<file path="src/rtl/blpix_pkg.sv">
// Shared constants and types for the 10-pixel to 2-pixel line packer.
// Latency: n/a (declarations only).
// Backpressure: n/a.
package blpix_pkg;

  // Stored FIFO word: {sof, sol, din[79:0]}
  localparam int FW  = 82;
  // 16-bit output beats carved from each 80-bit input word
  localparam int BPW = 5;

  typedef enum logic [2:0] {
    IDLE   = 3'd0,
    FPRE   = 3'd1,
    LINE   = 3'd2,
    LGAPST = 3'd3,
    LWAIT  = 3'd4
  } state_t;

  typedef struct packed {
    logic        sof;
    logic        sol;
    logic [79:0] din;
  } fword_t;

endpackage

</file>
<file path="src/rtl/blfifo82.sv">
// Synchronous FIFO of 82-bit words with a registered level.
// Latency: a pushed word is visible at head the cycle after the push.
// Backpressure: none; a push while full is ignored, a pop while empty is ignored.
module blfifo82
  import blpix_pkg::*;
#(
  parameter int DEPTH = 16
) (
  input  logic                   clk,
  input  logic                   init_n,
  input  logic                   push,
  input  logic [FW-1:0]          wdata,
  input  logic                   pop,
  output logic [FW-1:0]          head,
  output logic [$clog2(DEPTH):0] level,
  output logic                   full,
  output logic                   empty
);

  localparam int AW = $clog2(DEPTH);

  logic [FW-1:0] mem [DEPTH];
  logic [AW-1:0] wr_ptr;
  logic [AW-1:0] rd_ptr;
  logic          do_push;
  logic          do_pop;

  // Full/empty come from the registered level, so a same-cycle pop never frees room
  assign full    = (level == (AW+1)'(DEPTH));
  assign empty   = (level == '0);
  assign do_push = push && !full;
  assign do_pop  = pop && !empty;
  assign head    = mem[rd_ptr];

  // Storage array, written only on accepted pushes
  always_ff @(posedge clk) begin
    if (do_push) mem[wr_ptr] <= wdata;
  end

  // Pointers and level
  always_ff @(posedge clk or negedge init_n) begin
    if (!init_n) begin
      wr_ptr <= '0;
      rd_ptr <= '0;
      level  <= '0;
    end else begin
      if (do_push) wr_ptr <= wr_ptr + 1'b1;
      if (do_pop)  rd_ptr <= rd_ptr + 1'b1;
      level <= level + (AW+1)'(do_push) - (AW+1)'(do_pop);
    end
  end

endmodule

</file>
<file path="src/rtl/blpixpack.sv">
// Buffers 80-bit pixel words and replays them as 16-bit beats framed by fval/lval.
// Latency: outputs trail the FSM state by one register stage.
// Backpressure: none; input is dropped when the FIFO is full (ovf), output underrun emits zeros (udr).
module blpixpack
  import blpix_pkg::*;
#(
  parameter int WPL       = 128,
  parameter int LINES     = 1024,
  parameter int DEPTH     = 16,
  parameter int START_LVL = 8,
  parameter int LGAP      = 4
) (
  input  logic        clk,
  input  logic        init_n,
  input  logic [79:0] din,
  input  logic        dval,
  input  logic        sol,
  input  logic        sof,
  output logic [15:0] dout,
  output logic        lval,
  output logic        fval,
  output logic        ovf,
  output logic        udr,
  output logic        serr
);

  localparam int LW  = $clog2(DEPTH) + 1;
  localparam int WCW = $clog2(WPL + 1);
  localparam int LCW = $clog2(LINES + 1);
  localparam int GCW = $clog2(LGAP + 2);

  state_t         state;
  state_t         nstate;
  logic [2:0]     sub_cnt;
  logic [WCW-1:0] word_cnt;
  logic [LCW-1:0] line_cnt;
  logic [GCW-1:0] gap_cnt;
  logic           slot_ok;

  logic [FW-1:0]  head_raw;
  fword_t         head_w;
  logic [LW-1:0]  level;
  logic           full;
  logic           empty;
  logic           fifo_pop;

  logic           beat_ok;
  logic           last_beat;
  logic           start_ok;
  logic           lvl_ok;
  logic           serr_set;
  logic           udr_set;
  logic [15:0]    pix_sel;
  logic [15:0]    beat_dat;

  blfifo82 #(.DEPTH(DEPTH)) u_fifo (
    .clk    (clk),
    .init_n (init_n),
    .push   (dval),
    .wdata  ({sof, sol, din}),
    .pop    (fifo_pop),
    .head   (head_raw),
    .level  (level),
    .full   (full),
    .empty  (empty)
  );

  assign head_w = head_raw;

  // Beat mux: lowest pixel pair first, highest pair on the fifth beat
  always_comb begin
    pix_sel = '0;
    case (sub_cnt)
      3'd0:    pix_sel = head_w.din[15:0];
      3'd1:    pix_sel = head_w.din[31:16];
      3'd2:    pix_sel = head_w.din[47:32];
      3'd3:    pix_sel = head_w.din[63:48];
      3'd4:    pix_sel = head_w.din[79:64];
      default: pix_sel = '0;
    endcase
  end

  // Next-state, FIFO pop and flag-set decode
  always_comb begin
    nstate    = state;
    fifo_pop  = 1'b0;
    serr_set  = 1'b0;
    udr_set   = 1'b0;
    beat_dat  = '0;
    // A word slot is judged once at its first beat; an empty FIFO there zeroes the whole slot
    beat_ok   = (sub_cnt == 3'd0) ? !empty : slot_ok;
    last_beat = (sub_cnt == 3'(BPW-1)) && (word_cnt == WCW'(WPL-1));
    lvl_ok    = (level >= LW'(START_LVL));
    start_ok  = lvl_ok && head_w.sol && !head_w.sof;
    case (state)
      IDLE: begin
        if (!empty) begin
          if (!head_w.sof) begin
            fifo_pop = 1'b1;
            serr_set = 1'b1;
          end else if (lvl_ok) begin
            nstate = FPRE;
          end
        end
      end
      FPRE: nstate = LINE;
      LINE: begin
        if (beat_ok) beat_dat = pix_sel;
        else         udr_set  = 1'b1;
        if (beat_ok && (sub_cnt == 3'(BPW-1))) fifo_pop = 1'b1;
        if (last_beat) begin
          if (line_cnt == LCW'(LINES-1)) nstate = IDLE;
          else if (LGAP == 0)            nstate = LWAIT;
          else                           nstate = LGAPST;
        end
      end
      LGAPST: begin
        // When the next line is already waiting, LWAIT is skipped so the gap is exactly LGAP
        if (gap_cnt == GCW'(LGAP-1)) nstate = start_ok ? LINE : LWAIT;
      end
      LWAIT: begin
        if (lvl_ok) begin
          if (start_ok) begin
            nstate = LINE;
          end else begin
            fifo_pop = 1'b1;
            serr_set = 1'b1;
          end
        end
      end
      default: nstate = IDLE;
    endcase
  end

  // State, beat/word/line/gap counters and sticky flags
  always_ff @(posedge clk or negedge init_n) begin
    if (!init_n) begin
      state    <= IDLE;
      sub_cnt  <= '0;
      word_cnt <= '0;
      line_cnt <= '0;
      gap_cnt  <= '0;
      slot_ok  <= 1'b0;
      ovf      <= 1'b0;
      udr      <= 1'b0;
      serr     <= 1'b0;
    end else begin
      state <= nstate;
      if (dval && full) ovf  <= 1'b1;
      if (udr_set)      udr  <= 1'b1;
      if (serr_set)     serr <= 1'b1;
      if (state == LINE) begin
        if (sub_cnt == 3'd0) slot_ok <= !empty;
        if (sub_cnt == 3'(BPW-1)) begin
          sub_cnt <= '0;
          if (word_cnt == WCW'(WPL-1)) begin
            word_cnt <= '0;
            line_cnt <= (nstate == IDLE) ? '0 : line_cnt + 1'b1;
          end else begin
            word_cnt <= word_cnt + 1'b1;
          end
        end else begin
          sub_cnt <= sub_cnt + 1'b1;
        end
      end
      gap_cnt <= (state == LGAPST) ? gap_cnt + 1'b1 : '0;
    end
  end

  // Registered video outputs; dout is zero whenever lval is low
  always_ff @(posedge clk or negedge init_n) begin
    if (!init_n) begin
      dout <= '0;
      lval <= 1'b0;
      fval <= 1'b0;
    end else begin
      lval <= (state == LINE);
      fval <= (state != IDLE);
      dout <= (state == LINE) ? beat_dat : '0;
    end
  end

endmodule

</file>
<file path="config.mk">
export PLATFORM = sky130hd
export DESIGN_NAME = blpixpack
export DESIGN_NICKNAME = d
export VERILOG_FILES = /design/src/rtl/blpix_pkg.sv /design/src/rtl/blfifo82.sv /design/src/rtl/blpixpack.sv
export SDC_FILE = /design/constraint.sdc
export NUM_CORES = 1
export LEC_CHECK = 0
export ABC_AREA = 0
export CORE_MARGIN = 8
export CORE_UTILIZATION = 40
export CTS_BUF_LIST = sky130_fd_sc_hd__clkbuf_2 sky130_fd_sc_hd__clkbuf_4 sky130_fd_sc_hd__clkbuf_8
export CTS_CLUSTER_SIZE = 30
export DETAILED_ROUTE_END_ITERATION = 8
export PLACE_DENSITY_LB_ADDON = 0.3
export SYNTH_ARGS = -nofsm -noshare
export SYNTH_HDL_FRONTEND = slang
export SYNTH_SLANG_ARGS = --single-unit
</file>
<file path="constraint.sdc">
create_clock -name clk -period 9.5 [get_ports clk]
set_input_delay 2.375 -clock clk [delete_from_list [all_inputs] [get_ports clk]]
set_output_delay 2.375 -clock clk [all_outputs]
set_load 0.005 [all_outputs]
</file>
==> results of run 1 <==
## sequential cells by signal, summed over array words and instances, names as in the netlist
signal / flops
dout: 16
fval: 1
gap_cnt: 3
line_cnt: 11
lval: 1
ovf: 1
serr: 1
slot_ok: 1
state: 3
sub_cnt: 3
u_fifo.level: 5
u_fifo.mem: 1312
u_fifo.rd_ptr: 4
u_fifo.wr_ptr: 4
udr: 1
word_cnt: 8
## stage by stage
stage	utilization [%]	hold slack, ns	worst slack (ns)
final	45.8	0.441	4.37
after global routing	45.8	0.458	4.25
after CTS	45.8	0.449	4.36
after detailed placement	42.6	0.433	3.40
after global placement	42.6	0.424	3.43
after floorplan	-	0.410	0.399
## power by group
part | internal, W | total, W | switching [W]
combinational | 0.00217 | 0.00487 | 0.00270
sequential | 0.00731 | 0.00762 | 0.000312
clock | 0.00251 | 0.00479 | 0.00229
total | 0.0120 | 0.0173 | 0.00530
## area by class of cell
type	instances	area, um2
Antenna cell	5	12.5
Clock buffer	281	3470
Clock inverter	109	666
Fill cell	10858	70900
Inverter	17	66.3
Multi-Input combinational cell	731	11000
Sequential cell	1375	41000
Tap cell	1755	2200
Timing Repair Buffer	154	1490
## critical path: cells and delay by family
kind	cells	cell delay, ns
buffers and inverters	2	1.42
and+or+nand+nor	2	1.26
AOI/OAI and AO/OA	1	0.47
## cells by family (layout without fill, tap and decap cells)
kind of cell	after synthesis	in the layout	share of synthesized area [%]
AO/OA/AOI/OAI	182	182	2.44
XOR/XNOR	17	17	0.284
adder cells (fa/ha/maj)	23	23	0.563
buffers and inverters	130	561	1.25
flip-flops	1375	1375	78.1
multiplexers	382	382	16.2
other	0	5	0
AND/OR/NAND/NOR	127	127	1.14
## metal layers
| metal | vias up | share of wire, % |
|---|---|---|
| met4 | 6 | 2.5 |
| met2 | 935 | 48 |
| li1 | 10152 | - |
| met1 | 13256 | 42 |
| met5 | - | 0.032 |
| met3 | 207 | 7.3 |
## cells in the mapped netlist (all sizes together) (8+ instances only)
cell type,instances
nor3,9
edfxtp,1312
inv,17
mux4,374
nand4,8
a22o,40
dfrtp,63
nor2,33
a31oi,15
nand2,36
a22oi,21
clkbuf,53
o21ai,29
ha,22
a21oi,39
nand3,15
a221oi,21
xnor2,12
buf,60
## final timing paths
check,from,endpoint,slack (ns),depth (start not counted)
max reg2reg,u_fifo.rd_ptr[0],dout[10],4.70,7
min in group asynchronous,init_n,line_cnt[5],1.61,1
max,dval,u_fifo.mem[5][43],4.37,5
min,gap_cnt[0],gap_cnt[0],0.44,1
min reg2reg,gap_cnt[0],gap_cnt[0],0.44,1
max in group asynchronous,init_n,u_fifo.rd_ptr[0],7.21,1
==> impl_metrics.prom, run 1 <==
# TYPE chip_impl_metric gauge
chip_impl_metric{name="fin_skew",unit="ns"} 0.0633
chip_impl_metric{name="antenna_found_initial",unit=""} 10
chip_impl_metric{name="drc",unit=""} 0
chip_impl_info{name="critical-path-slowest-cell",value="sky130_fd_sc_hd__buf_4"} 1
chip_impl_metric{name="use_met3",unit="%"} 4.14
chip_impl_metric{name="post_route_wl",unit="mm"} 123
chip_impl_metric{name="syn_nets",unit=""} 2344
chip_impl_metric{name="yosys.area.top_type_share",unit="%"} 75.1
chip_impl_info{name="grt_setup_unrepaired",value="no"} 1
chip_impl_info{name="synth_largest_area_cell",value="sky130_fd_sc_hd__edfxtp_1"} 1
chip_impl_info{name="timing.critical_path.cells",value="clkdlybuf4s50_1 > o21a_1 > nand2_1 > nor2_4 > buf_4"} 1
chip_impl_metric{name="cts-htree-levels",unit=""} 4
chip_impl_metric{name="io_buffer_count",unit=""} 105
chip_impl_metric{name="boundary_pins",unit=""} 106
chip_impl_metric{name="cts_setup_buffers",unit=""} 0
chip_impl_metric{name="avgRoutedWirePerCell",unit="um"} 27.9
chip_impl_metric{name="post-dp-hpwl",unit="mm"} 71.4
chip_impl_metric{name="initialDrtViolationCount",unit=""} 2661
chip_impl_metric{name="fp.dieArea",unit="um2"} 143000
chip_impl_metric{name="dieHeight",unit="um"} 378
chip_impl_metric{name="critPathMaxStageDelay",unit="ns"} 0.93
chip_impl_metric{name="firstDrtPassIters",unit=""} 5
chip_impl_info{name="synth.area.top_cells",value="sky130_fd_sc_hd__edfxtp_1 75%, sky130_fd_sc_hd__mux4_2 16%, sky130_fd_sc_hd__dfrtp_1 3.0%, sky130_fd_sc_hd__a22o_1 0.67%, sky130_fd_sc_hd__ha_1 0.52%"} 1
chip_impl_metric{name="synth_edf_count",unit=""} 1312
chip_impl_metric{name="dpl_cell_area",unit="um2"} 55700
chip_impl_metric{name="cts.repair.resized",unit=""} 0
chip_impl_metric{name="cts_inserted_buffers",unit=""} 213
chip_impl_info{name="tritoncts",value="yes"} 1
chip_impl_metric{name="ys_ff_latch",unit=""} 1375
chip_impl_metric{name="min_period",unit="ns"} 5.13
chip_impl_info{name="ys.flop_type",value="sky130_fd_sc_hd__edfxtp_1"} 1
chip_impl_info{name="grt-busiest-layer",value="met2"} 1
chip_impl_metric{name="grtUsageMet1",unit="%"} 23.9
chip_impl_metric{name="grt_util_all_layers",unit="%"} 17.3
chip_impl_metric{name="ys_types",unit=""} 50
chip_impl_metric{name="setup_total_negative_slack",unit="ns"} 0
chip_impl_metric{name="finalNonFillerCells",unit=""} 4427
chip_impl_info{name="critPathCaptureType",value="flip-flop"} 1
chip_impl_metric{name="post-place-cells",unit=""} 4032
chip_impl_metric{name="grt_pass1_vias",unit=""} 25670
chip_impl_info{name="most_common_library_cell_in_the_layout_ignoring_fill_and_taps",value="sky130_fd_sc_hd__edfxtp_1"} 1
chip_impl_metric{name="largest_net_degree_at_the_start_of_global_routing",unit=""} 136
chip_impl_metric{name="yosys_warnings",unit=""} 0
chip_impl_info{name="status",value="completed"} 1
chip_impl_metric{name="max-clock-path-buffers",unit=""} 3
chip_impl_metric{name="worstPathMaxFanout",unit=""} 54
chip_impl_metric{name="cts.hold.buffers_added",unit=""} 0
chip_impl_metric{name="synth_cells",unit=""} 2236
chip_impl_metric{name="floorplan.core_area",unit="um2"} 131000
chip_impl_metric{name="power_per_cell_area",unit="nW/um2"} 289
chip_impl_metric{name="final.period_utilization",unit="%"} 54.0
chip_impl_metric{name="post_synth.cell_area_avg",unit="um2"} 23.5
chip_impl_info{name="worst_setup_path_start_kind",value="input port"} 1
chip_impl_metric{name="critPathRequiredTime",unit="ns"} 9.98
chip_impl_metric{name="layout-drive-gt1-share",unit="%"} 29.4
chip_impl_metric{name="routabilityCongestion",unit=""} 0.773
chip_impl_metric{name="placementRows",unit=""} 133
chip_impl_metric{name="worst_ep_arrival_time",unit="ns"} 5.62
chip_impl_metric{name="slew-limit-headroom",unit="%"} 12.2
chip_impl_metric{name="total_power",unit="W"} 0.0173
chip_impl_metric{name="ys_seq_area_share",unit="%"} 78.1
chip_impl_metric{name="worstSkewPairLatency",unit="ns"} 0.92
chip_impl_metric{name="hold_viol_final",unit=""} 0
chip_impl_metric{name="p_leak",unit="nW"} 18.9
chip_impl_metric{name="worst_pin_slew",unit="ns"} 1.32
chip_impl_metric{name="drv_cap",unit=""} 0
chip_impl_metric{name="dr_total_vias",unit=""} 24556
chip_impl_metric{name="drt-vias-per-instance",unit=""} 5.55
chip_impl_metric{name="grt_overflow_total",unit=""} 0
chip_impl_metric{name="grt_use_met2",unit="%"} 27.2
chip_impl_metric{name="tritoncts_num_sinks",unit=""} 1375
chip_impl_metric{name="die_w",unit="um"} 378
chip_impl_metric{name="async_reset_ff_share",unit="%"} 4.58
chip_impl_metric{name="layout.cell_area.non_filler",unit="um2"} 59900
chip_impl_metric{name="netlist_area",unit="um2"} 52500
chip_impl_metric{name="nets_finish",unit=""} 2600
chip_impl_info{name="worstSetupPathType",value="in -> reg"} 1
chip_impl_metric{name="max_freq",unit="GHz"} 0.195
chip_impl_metric{name="report.final.setup_viol",unit=""} 0
chip_impl_metric{name="finalMaxSlewViolations",unit=""} 0
chip_impl_info{name="layout.cells.most_common_list",value="1312 x sky130_fd_sc_hd__edfxtp_1, 374 x sky130_fd_sc_hd__mux4_2, 218 x sky130_fd_sc_hd__clkbuf_8"} 1
chip_impl_info{name="timing.hold.worst.class",value="reg -> reg"} 1
chip_impl_metric{name="clock_input_transition_at_the_sequential_cells_of_the_worst_setup_and_hold_paths",unit="ns"} 0.06
chip_impl_metric{name="drtAntennaViolNets",unit=""} 0
chip_impl_metric{name="synthToLayoutAreaGrowth",unit="%"} 14.1
chip_impl_metric{name="irDropWorstVdd",unit="uV"} 225
chip_impl_info{name="cts.root.buffer_cell",value="sky130_fd_sc_hd__clkbuf_8"} 1
chip_impl_metric{name="initial_core_utilization",unit="%"} 40.1
chip_impl_metric{name="grt_pass1_wl",unit="mm"} 180
No activity file was read; power rests on OpenSTA's default activity.
==> run 2, diff against run 1 <==
Clock period 9.5 ns to 4.7 ns, I/O delays scaled along.
==> impl_metrics.prom, run 2 (synthesis results as in run 1) <==
# TYPE chip_impl_metric gauge
chip_impl_metric{name="worstPathMaxFanout",unit=""} 92
chip_impl_metric{name="drv_cap",unit=""} 0
chip_impl_metric{name="final.period_utilization",unit="%"} 86.3
chip_impl_metric{name="clock_input_transition_at_the_sequential_cells_of_the_worst_setup_and_hold_paths",unit="ns"} 0.06
chip_impl_metric{name="min_delay_path_depth",unit=""} 1
chip_impl_info{name="cpMostUsedCell",value="sky130_fd_sc_hd__a21oi_1"} 1
chip_impl_metric{name="dp_worst_setup_slack",unit="ns"} 0.551
chip_impl_metric{name="path_depth",unit=""} 8
chip_impl_info{name="crit-reg2reg-launch",value="u_fifo.rd_ptr[0]"} 1
chip_impl_metric{name="drtAntennaViolNets",unit=""} 0
chip_impl_metric{name="grt_util_all_layers",unit="%"} 17.7
chip_impl_metric{name="dieHeight",unit="um"} 378
chip_impl_metric{name="power_per_cell_area",unit="nW/um2"} 583
chip_impl_metric{name="cts.repair.resized",unit=""} 0
chip_impl_info{name="critPathTopFamily",value="compound AO/OA/AOI/OAI gates"} 1
chip_impl_metric{name="antenna_found_initial",unit=""} 10
chip_impl_metric{name="worstSkewPairLatency",unit="ns"} 0.91
chip_impl_metric{name="avgRoutedWirePerCell",unit="um"} 28.6
chip_impl_metric{name="synthToLayoutAreaGrowth",unit="%"} 14.7
chip_impl_metric{name="dpl_cell_area",unit="um2"} 56000
chip_impl_metric{name="finalMaxSlewViolations",unit=""} 0
chip_impl_metric{name="cts_inserted_buffers",unit=""} 214
chip_impl_metric{name="cts_setup_buffers",unit=""} 0
chip_impl_info{name="worst_setup_path_start_kind",value="flip-flop"} 1
chip_impl_metric{name="ff2ff_setup_slack",unit="ns"} 0.64
chip_impl_metric{name="cts-htree-levels",unit=""} 4
chip_impl_info{name="tritoncts",value="yes"} 1
chip_impl_metric{name="final.hold.worst_slack",unit="ns"} 0.429
chip_impl_metric{name="fin_skew",unit="ns"} 0.0387
chip_impl_info{name="critical-path-slowest-cell",value="sky130_fd_sc_hd__buf_12"} 1
chip_impl_metric{name="tritoncts_num_sinks",unit=""} 1375
chip_impl_metric{name="firstDrtPassIters",unit=""} 5
chip_impl_metric{name="grt_overflow_total",unit=""} 0
chip_impl_info{name="grt_setup_unrepaired",value="no"} 1
chip_impl_info{name="timing.hold.worst.class",value="reg -> reg"} 1
chip_impl_info{name="cts.root.buffer_cell",value="sky130_fd_sc_hd__clkbuf_8"} 1
chip_impl_metric{name="floorplan.core_area",unit="um2"} 131000
chip_impl_metric{name="worst_pin_slew",unit="ns"} 1.02
chip_impl_metric{name="die_w",unit="um"} 378
chip_impl_info{name="crit_end",value="dout[5]"} 1
chip_impl_info{name="worstSetupPathType",value="reg -> reg"} 1
chip_impl_metric{name="critPathMaxStageDelay",unit="ns"} 0.59
chip_impl_metric{name="largest_net_degree_at_the_start_of_global_routing",unit=""} 140
chip_impl_metric{name="grt_pass1_wl",unit="mm"} 185
chip_impl_info{name="worst_setup_path_startpoint",value="u_fifo.rd_ptr[0]"} 1
chip_impl_info{name="most_common_library_cell_in_the_layout_ignoring_fill_and_taps",value="sky130_fd_sc_hd__edfxtp_1"} 1
chip_impl_metric{name="fp.dieArea",unit="um2"} 143000
chip_impl_metric{name="p_leak",unit="nW"} 19.0
chip_impl_metric{name="boundary_pins",unit=""} 106
chip_impl_metric{name="largest_reg_flops",unit=""} 1312
chip_impl_metric{name="routabilityCongestion",unit=""} 0.748
chip_impl_metric{name="critPathRequiredTime",unit="ns"} 5.44
chip_impl_info{name="largest-register",value="u_fifo.mem"} 1
chip_impl_metric{name="layout-drive-gt1-share",unit="%"} 29.9
chip_impl_metric{name="max-clock-path-buffers",unit=""} 3
chip_impl_metric{name="max_freq",unit="GHz"} 0.247
chip_impl_metric{name="worst_ep_arrival_time",unit="ns"} 4.79
chip_impl_metric{name="placementRows",unit=""} 133
chip_impl_metric{name="grt_pass1_vias",unit=""} 26291
chip_impl_info{name="status",value="completed"} 1
chip_impl_metric{name="irDropWorstVdd",unit="uV"} 606
chip_impl_metric{name="post-route-util",unit="%"} 46.0
chip_impl_metric{name="report.final.setup_viol",unit=""} 0
chip_impl_metric{name="initial_core_utilization",unit="%"} 40.1
chip_impl_metric{name="cts.hold.buffers_added",unit=""} 0
chip_impl_info{name="timing.critical_path.cells",value="buf_12 > buf_4 > mux4_2 > a22o_1 > a221oi_1 > o22ai_1 > a21oi_1 > a21oi_1"} 1
chip_impl_info{name="critPathCaptureType",value="flip-flop"} 1
chip_impl_metric{name="io_buffer_count",unit=""} 105
chip_impl_info{name="end_of_the_worst_register_to_register_path",value="dout[5]"} 1
chip_impl_metric{name="post-dp-hpwl",unit="mm"} 69.1
chip_impl_metric{name="post_route_wl",unit="mm"} 127
chip_impl_metric{name="dr_total_vias",unit=""} 24809
chip_impl_metric{name="final.setup.worst_slack",unit="ns"} 0.645
chip_impl_metric{name="worst_r2r_path_depth",unit=""} 8
chip_impl_metric{name="nets_finish",unit=""} 2616
chip_impl_metric{name="layout.cell_area.non_filler",unit="um2"} 60200
chip_impl_info{name="layout.cells.most_common_list",value="1312 x sky130_fd_sc_hd__edfxtp_1, 374 x sky130_fd_sc_hd__mux4_2, 220 x sky130_fd_sc_hd__clkbuf_8"} 1
chip_impl_metric{name="drt-vias-per-instance",unit=""} 5.58
chip_impl_metric{name="min_period",unit="ns"} 4.06
chip_impl_info{name="reg.largest.list",value="u_fifo.mem (1312), dout (16), line_cnt (11)"} 1
chip_impl_metric{name="critical_path.n_buffers_inverters",unit=""} 2
chip_impl_metric{name="slew-limit-headroom",unit="%"} 32.2
chip_impl_metric{name="initialDrtViolationCount",unit=""} 2553
chip_impl_metric{name="total_power",unit="W"} 0.0351
chip_impl_metric{name="drc",unit=""} 0
chip_impl_metric{name="hold_viol_final",unit=""} 0
-- run 2: cell count changes in the layout (fill, tap and decap cells not counted), sizes merged --
cell / before / now
buf: 50 / 65
clkbuf: 281 / 292
clkinv: 91 / 83
inv: 30 / 25
diode: 5 / 9
bufinv: 4 / 1
clkinvlp: 1 / 3
-- run 2: final cells by class --
| type | instances | area [um2] |
|---|---|---|
| clock buffer | 292 | 3570 |
| fill | 10844 | 70600 |
| sequential | 1375 | 41000 |
| multi-input combinational | 731 | 11000 |
| timing repair buffer | 169 | 1790 |
| inverter | 17 | 66.3 |
| clock inverter | 95 | 536 |
| antenna | 9 | 22.5 |
| tap | 1755 | 2200 |
-- run 2: power by group --
part | leakage [nW] | switching (W) | internal (W) | total [W]
combinational | 4.12 | 0.00574 | 0.00449 | 0.0102
sequential | 12.7 | 0.000486 | 0.0148 | 0.0153
clock | 2.18 | 0.00460 | 0.00499 | 0.00959
total | 19.0 | 0.0108 | 0.0242 | 0.0351
-- run 2: how the worst min path moves through the flow --
stage,start,end,slack [ns]
CTS,init_n,u_fifo.level[3],0.38
detailed placement,gap_cnt[0],gap_cnt[0],0.43
global route,init_n,u_fifo.level[3],0.46
finish,gap_cnt[0],gap_cnt[0],0.43
global placement,gap_cnt[0],gap_cnt[0],0.42
floorplan,gap_cnt[0],gap_cnt[0],0.41
-- run 2: metrics by stage --
step / TNS (ns) / cells
final: 0 / 4443
after floorplan: -1163.76 / 2236
after CTS: 0 / 4434
after global routing: 0 / 4436
after detailed placement: 0 / 4047
after global placement: 0 / 4047
-- run 2: per-layer routing --
metal	vias to the layer above	wire [um]	GRT usage (%)
met2	953	62900	29.3
met4	2	2410	4.59
met3	170	9750	4.29
met5	-	13	0
met1	13498	52100	23.8
li1	10186	-	-
